--- src/rtl/kme_int_ctrl_gen_pkg.sv ---
// Shared definitions for the parametrised KME interrupt controller:
// holdoff FSM encoding, source count and default CSR offsets.
package cr_kmePKG;

    localparam int unsigned KME_INT_N_SRC = 5;

    localparam logic [10:0] KME_INT_STATUS_ADDR  = 11'h37C;
    localparam logic [10:0] KME_INT_MASK_ADDR    = 11'h380;
    localparam logic [10:0] KME_INT_FORCE_ADDR   = 11'h384;
    localparam logic [10:0] KME_INT_HOLDOFF_ADDR = 11'h388;
    localparam logic [10:0] KME_INT_FIRST_ADDR   = 11'h38C;

    typedef enum logic [1:0] {
        IDLE   = 2'd0,
        ASSERT = 2'd1,
        HOLD   = 2'd2
    } kme_int_fsm_e;

endpackage

--- src/rtl/kme_int_ctrl_gen_holdoff_fsm.sv ---
// Interrupt holdoff (coalescing) FSM: asserts irq while pending, then
// keeps it low for a programmable window before looking at pending again.
module kme_int_holdoff_fsm
    import cr_kmePKG::*;
#(
    parameter int unsigned HOLD_W = 16
) (
    input  logic              clk,
    input  logic              rst_n,
    input  logic              i_pending,
    input  logic [HOLD_W-1:0] i_holdoff,
    input  logic              i_bypass,
    output logic              o_irq
);

    kme_int_fsm_e      r_state;
    logic [HOLD_W-1:0] r_cnt;
    logic              r_irq;

    always_ff @(posedge clk or negedge rst_n) begin
        if (!rst_n) begin
            r_state <= IDLE;
            r_cnt   <= '0;
            r_irq   <= 1'b0;
        end else begin
            r_irq <= i_bypass;
            case (r_state)
                IDLE: begin
                    if (i_pending) begin
                        r_state <= ASSERT;
                        r_irq   <= 1'b1;
                    end
                end
                ASSERT: begin
                    if (i_pending) begin
                        r_irq <= 1'b1;
                    end else if (i_holdoff == '0) begin
                        r_state <= IDLE;
                    end else begin
                        r_cnt   <= i_holdoff;
                        r_state <= HOLD;
                    end
                end
                HOLD: begin
                    // The IDLE re-entry cycle is part of the quiet window, so leave
                    // as the count steps down to 1: irq stays low for holdoff cycles.
                    r_cnt <= r_cnt - HOLD_W'(1);
                    if (r_cnt <= HOLD_W'(2)) begin
                        r_state <= IDLE;
                    end
                end
                default: r_state <= IDLE;
            endcase
        end
    end

    assign o_irq = r_irq;

endmodule

--- src/rtl/kme_int_ctrl_gen.sv ---
// Parametrised cr_kme interrupt controller: sticky status with level/edge
// capture, mask, W1C/W1S CSRs, first-error capture and holdoff timer.
module kme_int_ctrl_gen
    import cr_kmePKG::*;
#(
    parameter int unsigned        N_SRC         = KME_INT_N_SRC,
    parameter logic [N_SRC-1:0]   EDGE_MASK     = '0,
    parameter logic [N_SRC-1:0]   MASK_RST      = '1,
    parameter logic [N_SRC-1:0]   SUPPRESS_MASK = N_SRC'(5'b00010),
    parameter int unsigned        HOLD_W        = 16,
    parameter int unsigned        ADDR_W        = 11,
    parameter logic [ADDR_W-1:0]  STATUS_ADDR   = ADDR_W'(KME_INT_STATUS_ADDR),
    parameter logic [ADDR_W-1:0]  MASK_ADDR     = ADDR_W'(KME_INT_MASK_ADDR),
    parameter logic [ADDR_W-1:0]  FORCE_ADDR    = ADDR_W'(KME_INT_FORCE_ADDR),
    parameter logic [ADDR_W-1:0]  HOLDOFF_ADDR  = ADDR_W'(KME_INT_HOLDOFF_ADDR),
    parameter logic [ADDR_W-1:0]  FIRST_ADDR    = ADDR_W'(KME_INT_FIRST_ADDR),
    localparam int unsigned       SRC_IW        = (N_SRC > 1) ? $clog2(N_SRC) : 1
) (
    input  logic              clk,
    input  logic              rst_n,
    input  logic [N_SRC-1:0]  src_in,
    input  logic              bimc_interrupt,
    input  logic              wr_stb,
    input  logic              rd_stb,
    input  logic [ADDR_W-1:0] reg_addr,
    input  logic [31:0]       wr_data,
    output logic [31:0]       rd_data,
    output logic              rd_ack,
    output logic [N_SRC-1:0]  int_status,
    output logic              int_out,
    output logic              suppress,
    output logic              first_valid,
    output logic [SRC_IW-1:0] first_src
);

    logic [N_SRC-1:0]  r_status, r_mask, r_prev;
    logic [HOLD_W-1:0] r_holdoff;
    logic              r_first_valid;
    logic [SRC_IW-1:0] r_first_src;

    logic [N_SRC-1:0]  w_set, w_clr, w_kept, w_status_nxt;
    logic [SRC_IW-1:0] w_low_idx;
    logic              w_wr_status, w_wr_mask, w_wr_force, w_wr_hold;
    logic [31:0]       w_rd_word;
    logic              w_pending;
    logic              w_unused_wdata;

    assign w_wr_status = wr_stb && (reg_addr == STATUS_ADDR);
    assign w_wr_mask   = wr_stb && (reg_addr == MASK_ADDR);
    assign w_wr_force  = wr_stb && (reg_addr == FORCE_ADDR);
    assign w_wr_hold   = wr_stb && (reg_addr == HOLDOFF_ADDR);

    assign w_set = (src_in & ~r_prev & EDGE_MASK)
                 | (src_in & ~EDGE_MASK)
                 | (w_wr_force ? wr_data[N_SRC-1:0] : '0);
    assign w_clr        = w_wr_status ? wr_data[N_SRC-1:0] : '0;
    assign w_kept       = r_status & ~w_clr;
    assign w_status_nxt = w_kept | w_set;

    always_comb begin
        w_low_idx = '0;
        for (int unsigned i = N_SRC; i > 0; i--) begin
            if (w_set[i-1]) w_low_idx = SRC_IW'(i - 1);
        end
    end

    always_ff @(posedge clk or negedge rst_n) begin
        if (!rst_n) begin
            r_status      <= '0;
            r_prev        <= '0;
            r_mask        <= MASK_RST;
            r_holdoff     <= '0;
            r_first_valid <= 1'b0;
            r_first_src   <= '0;
        end else begin
            r_status <= w_status_nxt;
            r_prev   <= src_in;
            if (w_wr_mask) r_mask    <= wr_data[N_SRC-1:0];
            if (w_wr_hold) r_holdoff <= wr_data[HOLD_W-1:0];
            // Capture against the post-clear state so a set racing the final clear re-arms
            if ((w_kept == '0) && (w_set != '0)) begin
                r_first_valid <= 1'b1;
                r_first_src   <= w_low_idx;
            end else if (w_status_nxt == '0) begin
                r_first_valid <= 1'b0;
            end
        end
    end

    always_comb begin
        w_rd_word = '0;
        if (reg_addr == STATUS_ADDR) begin
            w_rd_word[N_SRC-1:0] = r_status;
        end else if (reg_addr == MASK_ADDR) begin
            w_rd_word[N_SRC-1:0] = r_mask;
        end else if (reg_addr == HOLDOFF_ADDR) begin
            w_rd_word[HOLD_W-1:0] = r_holdoff;
        end else if (reg_addr == FIRST_ADDR) begin
            w_rd_word[31]         = r_first_valid;
            w_rd_word[SRC_IW-1:0] = r_first_src;
        end
    end

    always_ff @(posedge clk or negedge rst_n) begin
        if (!rst_n) begin
            rd_data <= '0;
            rd_ack  <= 1'b0;
        end else begin
            rd_ack <= rd_stb;
            if (rd_stb) rd_data <= w_rd_word;
        end
    end

    assign w_pending      = |(r_status & r_mask);
    assign w_unused_wdata = ^wr_data;

    kme_int_holdoff_fsm #(
        .HOLD_W (HOLD_W)
    ) u_holdoff (
        .clk       (clk),
        .rst_n     (rst_n),
        .i_pending (w_pending),
        .i_holdoff (r_holdoff),
        .i_bypass  (bimc_interrupt),
        .o_irq     (int_out)
    );

    assign int_status  = r_status;
    assign suppress    = |(r_status & SUPPRESS_MASK);
    assign first_valid = r_first_valid;
    assign first_src   = r_first_src;

endmodule

--- config.mk ---
export PLATFORM = sky130hd
export DESIGN_NAME = kme_int_ctrl_gen
export DESIGN_NICKNAME = d
export VERILOG_FILES = /design/src/rtl/kme_int_ctrl_gen_pkg.sv /design/src/rtl/kme_int_ctrl_gen_holdoff_fsm.sv /design/src/rtl/kme_int_ctrl_gen.sv
export SDC_FILE = /design/constraint.sdc
export NUM_CORES = 1
export LEC_CHECK = 0
export ABC_AREA = 1
export CORE_MARGIN = 4
export CORE_UTILIZATION = 53
export DETAILED_ROUTE_END_ITERATION = 10
export PLACE_DENSITY_LB_ADDON = 0.08
export SYNTH_ARGS = -nofsm -noshare
export SYNTH_HDL_FRONTEND = slang
export SYNTH_SLANG_ARGS = --single-unit
--- constraint.sdc ---
create_clock -name clk -period 3.7 [get_ports clk]
set_input_delay 0.74 -clock clk [delete_from_list [all_inputs] [get_ports clk]]
set_output_delay 0.74 -clock clk [all_outputs]
set_load 0.05 [all_outputs]
# Word level (Yosys, flattened, before mapping)
# Cells that the tools add are included.
[word_totals]
in_bits = 53
reg_bits = 67
elab_cells = 74
[classes]
n_bitwise = 5
magnitude_cmp = 1
reduce_logical = 16
eq_ne = 11
muxes = 30
addsub = 1
[op_table]
columns = ["operator", "count"]
rows = [
  ["$eq A11 B10 Y1 const B", 5],
  ["$mux W16", 2],
  ["$pmux W16 S2", 1],
  ["$mux W11", 2],
  ["$mux W3", 7],
  ["$mux W5", 4],
  ["$le A16 B2 Y1 const B", 1],
  ["$logic_not A16 Y1", 1],
  ["$sub A16 B1 Y16 const B", 1],
  ["$mux W13", 1],
  ["$and A5 B5 Y5", 2],
  ["$logic_not A5 Y1", 2],
  ["$or A5 B5 Y5", 2],
  ["$mux W1", 8],
  ["$mux W2", 4],
  ["$pmux W2 S3", 1],
  ["$reduce_and A3 Y1", 2],
  ["$logic_and A1 B1 Y1", 5],
  ["$not A5 Y5", 1],
  ["$reduce_bool A5 Y1", 1],
  ["$reduce_or A5 Y1", 1],
  ["$ne A2 B1 Y1 const B", 2],
  ["$ne A2 B2 Y1 const B", 2],
  ["$reduce_bool A2 Y1", 2],
  ["4 further kinds", 4],
]

# Logic depth before layout (Yosys ltp)
# Gate-level depths: netlist (run 1).
[logic_depth]
depth_word = 9
mapped_depth = 12

# Cells and area by module
# Synthesis (run 1) repeated with hierarchy kept, for this count alone.
[unflattened]
cells_unflattened = 478
area_unflattened_um2 = 3734.8
[by_module_without_submodules]
columns = ["mod", "seq_area_each_um2", "n_inst", "area_per_inst_um2", "cells_each"]
rows = [
  ["kme_int_ctrl_gen", 1207.4, 1, 2421.1, 278],
  ["kme_int_holdoff_fsm", 475.5, 1, 1313.8, 200],
]

# Worst setup path before layout (run 1)
# No wires, ideal clock.
[synth_path]
path_type = "input to register"
from = "input port reg_addr[1]"
to = "register r_first_src[0] (netlist: first_src[0])"
path_buffers = 0
setup_ns = 0.119
path_stages = 10
setup_slack_ns = 1.827
arrival_ns = 1.753
cell_sequence = "nor2_1 inv_1 nor2_2 nand4_1 nand2_1 nand3_1 nor2_4 nand2_2 nand2_1 nand2_1"
[synth_between]
elab_chain_len = 8
word_cells_on_any_way = 16
cone_classes = "eq/ne (2); mux (6); bitwise (3); reduce/logical (5)"
[synth_rtl]
columns = ["item", "line_no", "rtl"]
rows = [
  ["from (decl)", "kme_int_ctrl_gen.sv:25", "input logic [ADDR_W-1:0] reg_addr,"],
  ["$eq A11 B10 Y1", "kme_int_ctrl_gen.sv:50", "assign w_wr_force = wr_stb && (reg_addr == FORCE_ADDR);"],
  ["$logic_and A1 B1 Y1", "kme_int_ctrl_gen.sv:50", ""],
  ["$mux W5", "kme_int_ctrl_gen.sv:55", "| (w_wr_force ? wr_data[N_SRC-1:0] : '0);"],
  ["$or A5 B5 Y5", "kme_int_ctrl_gen.sv:55", ""],
  ["$mux W3 (4 in series)", "kme_int_ctrl_gen.sv:63", "if (w_set[i-1]) w_low_idx = SRC_IW'(i - 1);"],
  ["to (signal assigned)", "kme_int_ctrl_gen.sv:83", "r_first_src <= w_low_idx;"],
  ["to (decl)", "kme_int_ctrl_gen.sv:39", "logic [SRC_IW-1:0] r_first_src;"],
]
# Several ways; a longest one is shown, not always the timed one.
# A chain may end at the register's enable or synchronous reset.

# Final worst setup path (run 1)
[layout_path]
from = "register r_status[4] (netlist: int_status[4])"
to = "output port int_status[4]"
[layout_lines]
columns = ["item", "line_no", "rtl"]
rows = [
  ["from (decl)", "kme_int_ctrl_gen.sv:36", "logic [N_SRC-1:0] r_status, r_mask, r_prev;"],
  ["from (signal assigned)", "kme_int_ctrl_gen.sv:76", "r_status <= w_status_nxt;"],
  ["to (decl)", "kme_int_ctrl_gen.sv:29", "output logic [N_SRC-1:0] int_status,"],
]
# No word-level cell between the ends.

==> run summary, run 1 <==
Worst Reg-to-Reg Cells - 10
Initial DRC count - 177
Synth warnings - 0
Synth area leaders - dfrtp_1 (42%), nand2_1 (11%), inv_1 (6.4%)
Die Ht - 91.11 um
Hold Buf Count CTS - 0
Antenna violations before repair - 0
Reg clk slew, reported paths - 0.08 ns
Fin crit share - 0.6410
Syn Std Cell Area - 0.003661 mm2
Via count - 3279
Final Hold Viols - 0
H-Tree Depth - 3
Fillers - 580
Post-synth top flop - dfrtp_1
TNS Setup - 0 ns
Number of synthesized flops with an enable pin - 0
Antenna viol nets, final - 0
Clock share of power - 0.307
Area Growth Syn to Fin - 24.54%
Sequential share of the synthesized area - 0.4597
Routed wire length - 8807 um
Largest net degree at the start of global routing - 33
Yosys cell types - 32
IO Port Bufs - 65
Leakage - 2.124 nW
Stages on worst setup path - 1
Wirelength per Cell - 14.07 um
Core area - 0.006756 mm2
Die area - 0.008301 mm2
CP max stage delay - 0.84 ns
FP Rows - 30
Post-synthesis async set-or-reset flop share - 1.000
#FFs+latches synth - 67
Ant diodes - 0
Synthesized instance count - 477
Die X - 91.11 um
R2R setup slack - 1.67 ns
Worst path required time - 2.96 ns
Worst-margin pin slew - 0.6157 ns
CP startpoint kind - flip-flop
Most common cell after layout, fill and taps aside - nand2_1
# nets final - 599
Number of global-route vias before repair - 3208
R2R Path Start - int_status[1]
Starting Density - 0.5419
# DRC - 0
Worst path bufs/invs - 1
RSZ-0062 raised after global routing - no
Overall routing resource usage - 0.2206
Clock net sink count - 67
Status - complete, no violations
Max-cap violation count - 0
Slowest cell on the critical path - clkdlybuf4s50_1
Hpwl dp - 6649 um
CTS Buf Count - 9
Postcts setup bufs - 0
CP endpoint kind - output pin
Clk root buf - clkbuf_8
Area fraction of the dominant cell type after synthesis - 0.4238
Sw Share - 0.3662
Most frequent cells in the layout - nand2_1 (107), clkdlybuf4s50_1 (64), inv_1 (62), dfrtp_1 (62), nor2_1 (52)
Fmax - 0.4216 GHz
Tmin final - 2.372 ns
Setup Skew - 0.007372 ns
PD cells - 539.9 mW/mm2
Final Wtd Congestion - 0.8785
Pins Over Slew Limit - 0
First-pass GRT wire length - 14630 um
CP arrival - 1.63 ns
I/O pins - 97
Fin Hold WS - 0.3284 ns
CTS resizes - 0
Cell Chain, Critical Path - clkdlybuf4s50_1
Internal - 1.560 mW
Total gr overflow - 0
TritonCTS clock tree - done
Synth Area per Inst - 7.675 um2
Clock Path Buffers - 2
Largest delay share family, worst path - buffers and inverters
Pre-antenna DRT Iters - 4
Leading area contributor after synthesis - dfrtp_1
Ratio of cells with drive above 1 in the final layout - 0.07509
Setup CP Type - flip-flop to output pin
Sequential share of power - 0.373
Psw - 0.9016 mW
# setup viols final - 0
Slew margin rel. - 0.5891
R2r endpoint - u_holdoff.r_cnt[14]
Later-pin clock latency in the skew report - 0.35 ns
Worst VDD drop - 0.2836 mV
Via/cell ratio - 5.238
Logic pwr share - 0.320
Hold Crit Class - input port to async pin
Critical Path Fanout Max - 4
[power by group through the flow]
stage          registers, mW  clock network (mW)  logic, mW
2_1_floorplan          0.918                   0      0.589
3_3_place_gp           0.924                   0      0.754
3_5_place_dp           0.929                   0      0.781
4_1_cts                0.915               0.761      0.784
5_1_grt                0.931               0.797      0.895
6_report               0.918               0.757      0.787
[layer usage]
layer / vias up / share of wire / GRT usage
met5: - / 0 / 0
met4: 0 / 0.023 / 0.1131
met1: 1513 / 0.41 / 0.2599
met3: 22 / 0.055 / 0.03563
met2: 102 / 0.51 / 0.3863
li1: 1642 / - / -
[sequential cells by signal (all words and copies together) (netlist names)]
name,count
first_src,3
first_valid,1
int_status,5
r_holdoff,16
r_mask,5
rd_ack,1
rd_data,17
u_holdoff.o_irq,1
u_holdoff.r_cnt,16
u_holdoff.r_state,2
[cells in the mapped netlist (2+ instances only)]
cell	count
clkbuf_1	10
nand2_2	2
nand2_1	107
o21ai_1	14
nand4_1	10
nor2_1	52
inv_2	2
a21oi_1	21
o21ai_2	2
inv_1	62
nor3_2	2
nand3_2	2
o211ai_1	8
o22ai_1	5
buf_2	4
nand3_1	28
o21ai_0	29
dfstp_2	5
nor3_1	4
xor2_1	4
dfrtp_1	62
nor2_2	2
o31ai_1	11
buf_4	17
ha_1	5
[area by class of cell]
class | instances | area, um2 | share of cell area
tap | 80 | 100.1 | 0.02195
clock buffer | 9 | 123.9 | 0.02717
inverter | 64 | 240.2 | 0.05269
sequential | 67 | 1683 | 0.3691
timing repair buffer | 70 | 683.2 | 0.1498
multi-input combinational | 329 | 1605 | 0.3521
clock inverter | 7 | 123.9 | 0.02717
[worst max path at each step]
stage / start / endpoint / slack (ns)
floorplan: reg_addr[1] / first_src[0] / 1.83
global placement: reg_addr[7] / r_holdoff[10] / 1.09
detailed placement: reg_addr[7] / r_holdoff[13] / 1.04
CTS: int_status[4] / int_status[4] / 1.32
global route: reg_addr[7] / r_holdoff[7] / 1.07
finish: int_status[4] / int_status[4] / 1.33
[metrics by stage]
| stage | power (mW) | cell area, um2 | util | setup slack [ns] | cells |
|---|---|---|---|---|---|
| 4_1_cts | 2.460 | 4559 | 0.6748 | 1.323 | 626 |
| 2_1_floorplan | 1.507 | 3714 | - | 1.827 | 491 |
| 3_5_place_dp | 1.711 | 4312 | 0.6381 | 1.044 | 610 |
| 3_3_place_gp | 1.678 | 4312 | 0.6381 | 1.086 | 610 |
| 5_1_grt | 2.623 | 4559 | 0.6748 | 1.069 | 626 |
| 6_report | 2.462 | 4559 | 0.6748 | 1.328 | 626 |
[logic make-up after synthesis]
group           synth area share
simple gates              0.2498
buf+inv                   0.1162
compound gates            0.1442
flops                     0.4597
xor+xnor                 0.01196
fa+ha+maj                0.01709
other cells             0.001024
Note: power is estimated with default switching activity, not from simulation.
==> inputs of run 2 (changes only) <==
--- a/config.mk
+++ b/config.mk
@@ -7,7 +7,7 @@
 export LEC_CHECK = 0
 export ABC_AREA = 1
 export CORE_MARGIN = 4
-export CORE_UTILIZATION = 53
+export CORE_UTILIZATION = 49
 export DETAILED_ROUTE_END_ITERATION = 10
 export PLACE_DENSITY_LB_ADDON = 0.08
 export SYNTH_ARGS = -nofsm -noshare
==> constraint.sdc (replaced) <==
create_clock -name clk -period 2.45 [get_ports clk]
set_input_delay 0.49 -clock clk [delete_from_list [all_inputs] [get_ports clk]]
set_output_delay 0.49 -clock clk [all_outputs]
set_load 0.05 [all_outputs]
==> run summary, run 2 (synthesized netlist as in run 1, its figures left out) <==
Finished Core Util - 0.6346 (-0.04018)
Reg clk slew, reported paths - 0.07 ns (about the same)
Worst-margin pin slew - 0.5188 ns (-0.09688 ns)
Starting Density - 0.5047 (-0.03711)
Hold Crit Class - input port to async pin
Worst path bufs/invs - 1 (unchanged)
Antenna viol nets, final - 0 (unchanged)
Routed wire length - 8884 um (+0.87%)
TNS Setup - 0 ns (unchanged)
Pre-antenna DRT Iters - 4 (unchanged)
Ratio of cells with drive above 1 in the final layout - 0.07847 (+0.003376)
Fin Hold WS - 0.1383 ns (-0.1902 ns)
# setup viols final - 0 (unchanged)
Area Growth Syn to Fin - 25.73%
Die area - 0.008918 mm2 (+7.4%)
CTS Buf Count - 9 (unchanged)
Slew margin rel. - 0.6530 (+0.06397)
Total power - 3.705 mW (+50%)
Regs by FF count - rd_data: 17 flops, r_holdoff: 16 flops, u_holdoff.r_cnt: 16 flops
Placed insts - 631 (+3.4%)
TritonCTS clock tree - done
Worst VDD drop - 0.3505 mV (+24%)
Max reg flops - 17 (unchanged)
Largest net degree at the start of global routing - 68 (+110%)
Ant diodes - 0 (unchanged)
Pins Over Slew Limit - 0 (unchanged)
PD cells - 804.8 mW/mm2 (+49%)
Most frequent cells in the layout - nand2_1 (107), clkdlybuf4s50_1 (64), inv_1 (62), dfrtp_1 (62), nor2_1 (52)
Status - complete, no violations
Postcts setup bufs - 0 (unchanged)
Critical Path Fanout Max - 4 (unchanged)
CP startpoint kind - flip-flop
Non-Filler Instances - 647 (+3.4%)
Overall routing resource usage - 0.2097 (-0.01091)
Most common cell after layout, fill and taps aside - nand2_1
Setup Skew - 0.01229 ns (+0.004922 ns)
Die X - 94.44 um (+3.6%)
CP endpoint kind - output pin
Clk root buf - clkbuf_8
Slowest cell on the critical path - clkdlybuf4s50_1
Final worst slack - 0.3141 ns (-1.014 ns)
# DRC - 0 (unchanged)
RSZ-0062 raised after global routing - no
Clock net sink count - 67 (unchanged)
Fin area - 0.004603 mm2 (+0.96%)
Initial DRC count - 139 (-21%)
Later-pin clock latency in the skew report - 0.35 ns (about the same)
I/O pins - 97 (unchanged)
Core area - 0.007253 mm2 (+7.4%)
Final Wtd Congestion - 0.9442 (+7.5%)
Hpwl dp - 6629 um (-0.29%)
Leakage - 2.135 nW (+0.55%)
Fmax - 0.4682 GHz
First-pass GRT wire length - 14520 um (-0.76%)
CP arrival - 1.65 ns (+0.02 ns)
Area after DPL - 0.004363 mm2 (+1.2%)
FP Rows - 31 (+3.3%)
Top reg by flops - rd_data
Largest delay share family, worst path - buffers and inverters
Max-cap violation count - 0 (unchanged)
Via/cell ratio - 5.057 (-3.5%)
IO Port Bufs - 65 (unchanged)
Clock Path Buffers - 2 (unchanged)
Setup CP Type - flip-flop to output pin
Wirelength per Cell - 13.73 um (-2.4%)
Fin crit share - 0.8718
Hold Buf Count CTS - 0 (unchanged)
H-Tree Depth - 3 (unchanged)
Die Ht - 94.44 um (+3.6%)
Total gr overflow - 0 (unchanged)
Placement Setup Slack - 0.1817 ns (-0.8627 ns)
# nets final - 601 (+0.33%)
Number of global-route vias before repair - 3133 (-2.3%)
Antenna violations before repair - 0 (unchanged)
Cell Chain, Critical Path - clkdlybuf4s50_1
Via count - 3272 (-0.21%)
CTS resizes - 0 (unchanged)
Final Hold Viols - 0 (unchanged)
Tmin final - 2.136 ns
Worst path required time - 1.96 ns (-1.00 ns)
CP max stage delay - 0.84 ns (about the same)
-- run 2: path summary, 6_finish.rpt --
check                                   startpoint  slack, ns                  end  depth (start not counted)
worst max-delay path                 int_status[4]       0.31        int_status[4]                          1
worst max register to register  u_holdoff.r_cnt[1]       0.67  u_holdoff.r_cnt[14]                          9
min in group clk                       rd_data[12]       0.48          rd_data[12]                          2
worst min register to register         rd_data[12]       0.48          rd_data[12]                          2
max in group asynchronous                    rst_n       1.96            r_mask[4]                          2
worst min-delay path                         rst_n       0.14   u_holdoff.r_cnt[7]                          2
-- run 2: power breakdown --
part           total, mW  internal (mW)  switching (mW)
combinational       1.21          0.415           0.793
sequential          1.38           1.26           0.123
clock               1.11          0.674           0.441
-- run 2: cell type report --
| cell class | instances | area, um2 |
|---|---|---|
| multi-input cells | 329 | 1605 |
| repair buffers | 72 | 710.7 |
| clock buffers | 9 | 123.9 |
| inverters | 64 | 240.2 |
| fillers | 666 | 2650 |
| clock inverters | 7 | 116.4 |
| flip-flops and latches | 67 | 1683 |
| well taps | 99 | 123.9 |
-- run 2: per-layer routing --
layer	share of wire	GRT usage
met3	0.058	0.04143
met2	0.50	0.3664
met1	0.43	0.2584
met5	0	0
met4	0.015	0.07220
==> inputs of run 3 (changes only) <==
--- a/config.mk
+++ b/config.mk
@@ -9,6 +9,7 @@
 export CORE_MARGIN = 4
 export CORE_UTILIZATION = 49
 export DETAILED_ROUTE_END_ITERATION = 10
+export HOLD_SLACK_MARGIN = 0.05
 export PLACE_DENSITY_LB_ADDON = 0.08
 export SYNTH_ARGS = -nofsm -noshare
 export SYNTH_HDL_FRONTEND = slang
==> results of run 3 <==
Same layout as run 2: the final DEF is identical, and so are final timing and power.
